--- config.mk ---
export PLATFORM = sky130hd
export DESIGN_NAME = uart_tx_flat
export DESIGN_NICKNAME = d
export VERILOG_FILES = /design/src/rtl/uart_tx_if.sv /design/src/rtl/uart_tx.sv /design/src/flat_wrapper.sv
export SDC_FILE = /design/constraint.sdc
export NUM_CORES = 1
export LEC_CHECK = 0
export ABC_AREA = 1
export BUFFER_PORTS_ARGS = -buffer_cell sky130_fd_sc_hd__clkbuf_2
export CAP_MARGIN = 20
export CORE_ASPECT_RATIO = 0.9
export CORE_MARGIN = 2
export CORE_UTILIZATION = 25
export CTS_CLUSTER_SIZE = 12
export DETAILED_ROUTE_END_ITERATION = 10
export GPL_TIMING_DRIVEN = 0
export PLACE_DENSITY = 0.48
export SYNTH_ARGS = -nofsm -noshare
export SYNTH_HDL_FRONTEND = slang
export SYNTH_SLANG_ARGS = --single-unit
export TNS_END_PERCENT = 1
--- constraint.sdc ---
create_clock -name clk -period 1.4 [get_ports clk]
set_clock_uncertainty 0.1 [all_clocks]
set_input_delay 0.14 -clock clk [delete_from_list [all_inputs] [get_ports clk]]
set_output_delay 0.14 -clock clk [all_outputs]
set_load 0.01 [all_outputs]
--- src/rtl/uart_tx_if.sv ---
// Word handshake plus serial line between an upstream word source and uart_tx.
// Valid/ready: a word moves on any rising edge where data_in_req && ready are both high.
interface uart_tx_if #(
  parameter int WORD_SIZE = 8
);
  logic [WORD_SIZE-1:0] data_in;
  logic                 data_in_req;
  logic                 ready;
  logic                 tx;

  modport master (
    output data_in,
    output data_in_req,
    input  ready,
    input  tx
  );

  modport slave (
    input  data_in,
    input  data_in_req,
    output ready,
    output tx
  );
endinterface

--- src/rtl/uart_tx.sv ---
// UART transmitter: one start bit, WORD_SIZE data bits LSB first, one stop bit.
// Bit timing is a fixed CLKS_PER_BIT divider of clk; tx and ready are registered.
module uart_tx #(
  parameter int CLKS_PER_BIT = 104,
  parameter int WORD_SIZE    = 8
) (
  input  logic       clk,
  input  logic       n_reset,
  uart_tx_if.slave   bus,
  output logic [1:0] dbg_state
);

  localparam int BAUD_W = $clog2(CLKS_PER_BIT);
  localparam int BIT_W  = (WORD_SIZE > 1) ? $clog2(WORD_SIZE) : 1;

  typedef enum logic [1:0] {
    IDLE  = 2'd0,
    START = 2'd1,
    DATA  = 2'd2,
    STOP  = 2'd3
  } state_e;

  state_e               state_q, state_d;
  logic [BAUD_W-1:0]    baud_q, baud_d;
  logic [BIT_W-1:0]     bit_q, bit_d;
  logic [WORD_SIZE-1:0] shift_q, shift_d;
  logic                 tx_q, tx_d;
  logic                 ready_q, ready_d;
  logic                 baud_done;
  logic                 bit_done;
  logic                 accept;

  assign baud_done = (baud_q == BAUD_W'(CLKS_PER_BIT - 1));
  assign bit_done  = (bit_q == BIT_W'(WORD_SIZE - 1));
  assign accept    = bus.data_in_req && ready_q;

  assign bus.tx    = tx_q;
  assign bus.ready = ready_q;
  assign dbg_state = state_q;

  // tx and ready are computed for the next state so they change on the same edge as it.
  always_comb begin
    state_d = state_q;
    baud_d  = baud_q;
    bit_d   = bit_q;
    shift_d = shift_q;
    tx_d    = tx_q;
    ready_d = ready_q;
    case (state_q)
      IDLE: begin
        tx_d    = 1'b1;
        ready_d = 1'b1;
        if (accept) begin
          state_d = START;
          shift_d = bus.data_in;
          baud_d  = '0;
          bit_d   = '0;
          tx_d    = 1'b0;
          ready_d = 1'b0;
        end
      end
      START: begin
        if (baud_done) begin
          state_d = DATA;
          baud_d  = '0;
          tx_d    = shift_q[0];
        end else begin
          baud_d = baud_q + 1'b1;
        end
      end
      DATA: begin
        if (baud_done) begin
          baud_d  = '0;
          shift_d = shift_q >> 1;
          if (bit_done) begin
            state_d = STOP;
            bit_d   = '0;
            tx_d    = 1'b1;
          end else begin
            bit_d = bit_q + 1'b1;
            tx_d  = shift_d[0];
          end
        end else begin
          baud_d = baud_q + 1'b1;
        end
      end
      STOP: begin
        if (baud_done) begin
          state_d = IDLE;
          baud_d  = '0;
          tx_d    = 1'b1;
          ready_d = 1'b1;
        end else begin
          baud_d = baud_q + 1'b1;
        end
      end
      default: begin
        state_d = IDLE;
        tx_d    = 1'b1;
        ready_d = 1'b1;
      end
    endcase
  end

  always_ff @(posedge clk) begin
    if (!n_reset) begin
      state_q <= IDLE;
      baud_q  <= '0;
      bit_q   <= '0;
      shift_q <= '0;
      tx_q    <= 1'b1;
      ready_q <= 1'b1;
    end else begin
      state_q <= state_d;
      baud_q  <= baud_d;
      bit_q   <= bit_d;
      shift_q <= shift_d;
      tx_q    <= tx_d;
      ready_q <= ready_d;
    end
  end

endmodule

--- src/flat_wrapper.sv ---
// flat-port wrapper written by rule: the top's interface ports become plain ports
module uart_tx_flat 
#(
  parameter int CLKS_PER_BIT = 104,
  parameter int WORD_SIZE    = 8
)
  (clk, n_reset, dbg_state, bus_data_in, bus_data_in_req, bus_ready, bus_tx);
  uart_tx_if #(.WORD_SIZE(WORD_SIZE)) bus_i ();
  input  logic clk;
  input  logic n_reset;
  output logic [1:0] dbg_state;
  input wire logic [$bits(bus_i.data_in)-1:0] bus_data_in;
  input wire logic [$bits(bus_i.data_in_req)-1:0] bus_data_in_req;
  output wire logic [$bits(bus_i.ready)-1:0] bus_ready;
  output wire logic [$bits(bus_i.tx)-1:0] bus_tx;
  assign bus_i.data_in = bus_data_in;
  assign bus_i.data_in_req = bus_data_in_req;
  assign bus_ready = bus_i.ready;
  assign bus_tx = bus_i.tx;
  uart_tx #(.CLKS_PER_BIT(CLKS_PER_BIT), .WORD_SIZE(WORD_SIZE)) u_core (.clk(clk), .n_reset(n_reset), .bus(bus_i), .dbg_state(dbg_state));
endmodule
==> results.toml <==
[outcome]
status = "finished with violations"
violations = "negative setup slack"

[synth]
yosys.area_share.simple_pct = 33.6
synthTopCellsByCount = "nand2_1, inv_1, dfxtp_1"
syn_avg_cell_area_um2 = 7.01
synth_cell_types = 28
synth_compound_area_share_pct = 10.2
synth_fa_ha_area_share_pct = 7.59
syn_area_um2 = 1320
synth_most_common_cell = "nand2_1"
ys_seq_elements = 22
syn_nets = 207
synth_edf_count = 0
yosys.area.top_type = "dfxtp_1"
yosysSeqAreaShare_pct = 33.4
synth_top_family_by_area = "simple AND/OR/NAND/NOR gates"
synth_top_area_share_pct = 33.4
syn_inst = 188
synthTopCellsByArea = "dfxtp_1, nand2_1, inv_1, ha_1, nand4_1"
muxShareOfSynthArea_pct = 0
async_reset_ff_share_pct = 0
synth-main-ff-cell = "dfxtp_1"
yosysWarnings = 0
yosys.area_share.xor_xnor_pct = 1.99

[finish]
fin_area_um2 = 1830
fill_cells = 548
fin_nets = 242
final_cells = 289
drive_above_1_share_pct = 38.7
antennaDiodeCount = 0
syn2layout_area_growth_pct = 39.1

[power]
p_per_area_nw_per_um2 = 1930
leakage_nw = 0.836
design_power_total_mw = 3.53
vdd_drop_max_mv = 0.986

[floorplan]
io_pins = 15
dieArea_um2 = 5870
core_area_um2 = 5160
initial_utilization_pct = 25.6
chipWidth_um = 80.6
fp.dieH_um = 72.9
rows = 25

[critical_path]
cp-end-kind = "flip-flop"
required_ps = 1450
start_kind = "flip-flop"
crit_arrival_ps = 1460
worstSetupPathType = "flip-flop to flip-flop"
path_max_fanout = 4

[timing]
fmax_mhz = 710
min_period_ps = 1410
slew_headroom_pct = 83.5
layout_setup_ws_ps = -8.86
hold_violations = 0
rsz0062_at_grt = "true"
post-route-period-util_pct = 101
hold-worst-slack_ps = 69.3
worst_slew_pin_slew_ps = 247
setup_violations = 2
maxSlewViolCount = 0

[run]
cap_violations = 0

[placement]
post-place-cells = 269
io_buffers = 14
gp_congestion = 0.739
dpl_worst_slack_ps = -188
placed_area_um2 = 1480
dp_hpwl_mm = 2.11

[clocking]
cts-root-buf = "clkbuf_8"
insertion_delay_ps = 270
cts-htree-levels = 1
clock-sinks = 22
cts_made_buffers = 3
clkTransAtPathRegs_ps = 80
cts_max_path_buffers = 2
cts_tree = "built"

[detailed_routing]
ant_nets = 0
drt-initial-drc-count = 50
wirelength_mm = 3.15
drtPass1Iterations = 4
routed_via_density = 4.24
vias = 1224
drc = 0
wl_per_cell_um = 10.9

[global_routing]
antenna_found_initial = 0
globalRouteTotalUtil_pct = 11.5
grt_start_max_net_pins = 13
grt_pass1_vias = 1147
grt_pass1_wl_mm = 5.21
grt-ovfl-total = 0

[min_path]
holdCritPathClass = "primary input to flip-flop"
## per-stage QoR
step | setup TNS, ps | util (%)
global placement | -2710 | 28.7
CTS | -43.6 | 33.0
global route | -1150 | 35.5
detailed placement | -2700 | 28.7
floorplan | -144 | -
finish | -8.88 | 35.5
## sequential cells by signal, summed over array words and instances, names as in the netlist
| register | count |
|---|---|
| u_core.bit_q | 3 |
| u_core.baud_q | 7 |
| u_core.shift_q | 8 |
| u_core.bus.tx | 1 |
| u_core.bus.ready | 1 |
| u_core.dbg_state | 2 |
## what timing repair did
action	CTS	global route
gates cloned	1	1
buffers inserted	9	5
hold buffers	0	0
pin swaps	7	14
gates resized for setup	25	24
endpoints found under the setup margin	22	20
## path summary, 6_finish.rpt
check,start,endpoint,slack (ps),cells after the start
max reg2reg,u_core.baud_q[0]$_SDFFE_PN0N_,u_core.dbg_state[0]$_SDFFE_PN0P_,-9,9
max,u_core.baud_q[0]$_SDFFE_PN0N_,u_core.dbg_state[0]$_SDFFE_PN0P_,-9,9
min reg2reg,u_core.bit_q[2]$_SDFFE_PN0P_,u_core.bit_q[2]$_SDFFE_PN0P_,370,2
min,n_reset,u_core.shift_q[6]$_SDFFE_PN0P_,70,3
## critical path, stage by stage, from the launching register on
cell     delay (ps)
dfxtp_2         360
ha_4            140
nand2_2          50
inv_2            80
nand3_4         120
buf_4           180
nand2_4          80
nand2_1          70
nand2_1          70
a21oi_2          50
## final cells by class
class / instances / area (um2) / share of cell area (%)
tap: 67 / 83.8 / 4.57
timing repair buffer: 30 / 211 / 11.5
sequential: 22 / 450 / 24.6
inverter: 34 / 143 / 7.78
clock buffer: 4 / 55.1 / 3.00
multi-input combinational: 126 / 830 / 45.2
buffer: 6 / 61.3 / 3.34
## report_power, final
group	switching [mW]	total, mW	internal [mW]
Sequential	0.106	0.901	0.796
Clock	0.220	0.472	0.251
Combinational	1.19	2.16	0.971
## kinds of logic after synthesis
| kind of cell | count (synthesis) |
|---|---|
| simple gates | 93 |
| buf+inv | 40 |
| compound gates | 22 |
| flops | 22 |
| fa+ha+maj | 8 |
| xor+xnor | 3 |
## cell usage in the layout (no fill, tap or decap), drive strengths merged
cell type,n
nand2,51
inv,34
dfxtp,22
buf,21
clkbuf,19
nor2,17
nand4,11
nand3,10
ha,8
a21oi,7
o21a,6
o21ai,6
xor2,3
nor3,2
a21boi,1
or2,1
a211oi,1
nand3b,1
o2111ai,1
## routing by layer
layer	global-route usage (%)	part of all wire, %	wire, um	up-vias
met1	16.3	50	1590	522
met3	2.97	5.2	163	8
met5	0	0	0	-
met2	17.8	43	1370	32
met4	2.26	1.0	32	0
li1	-	-	-	662
Power figures use the tool's default switching activity.
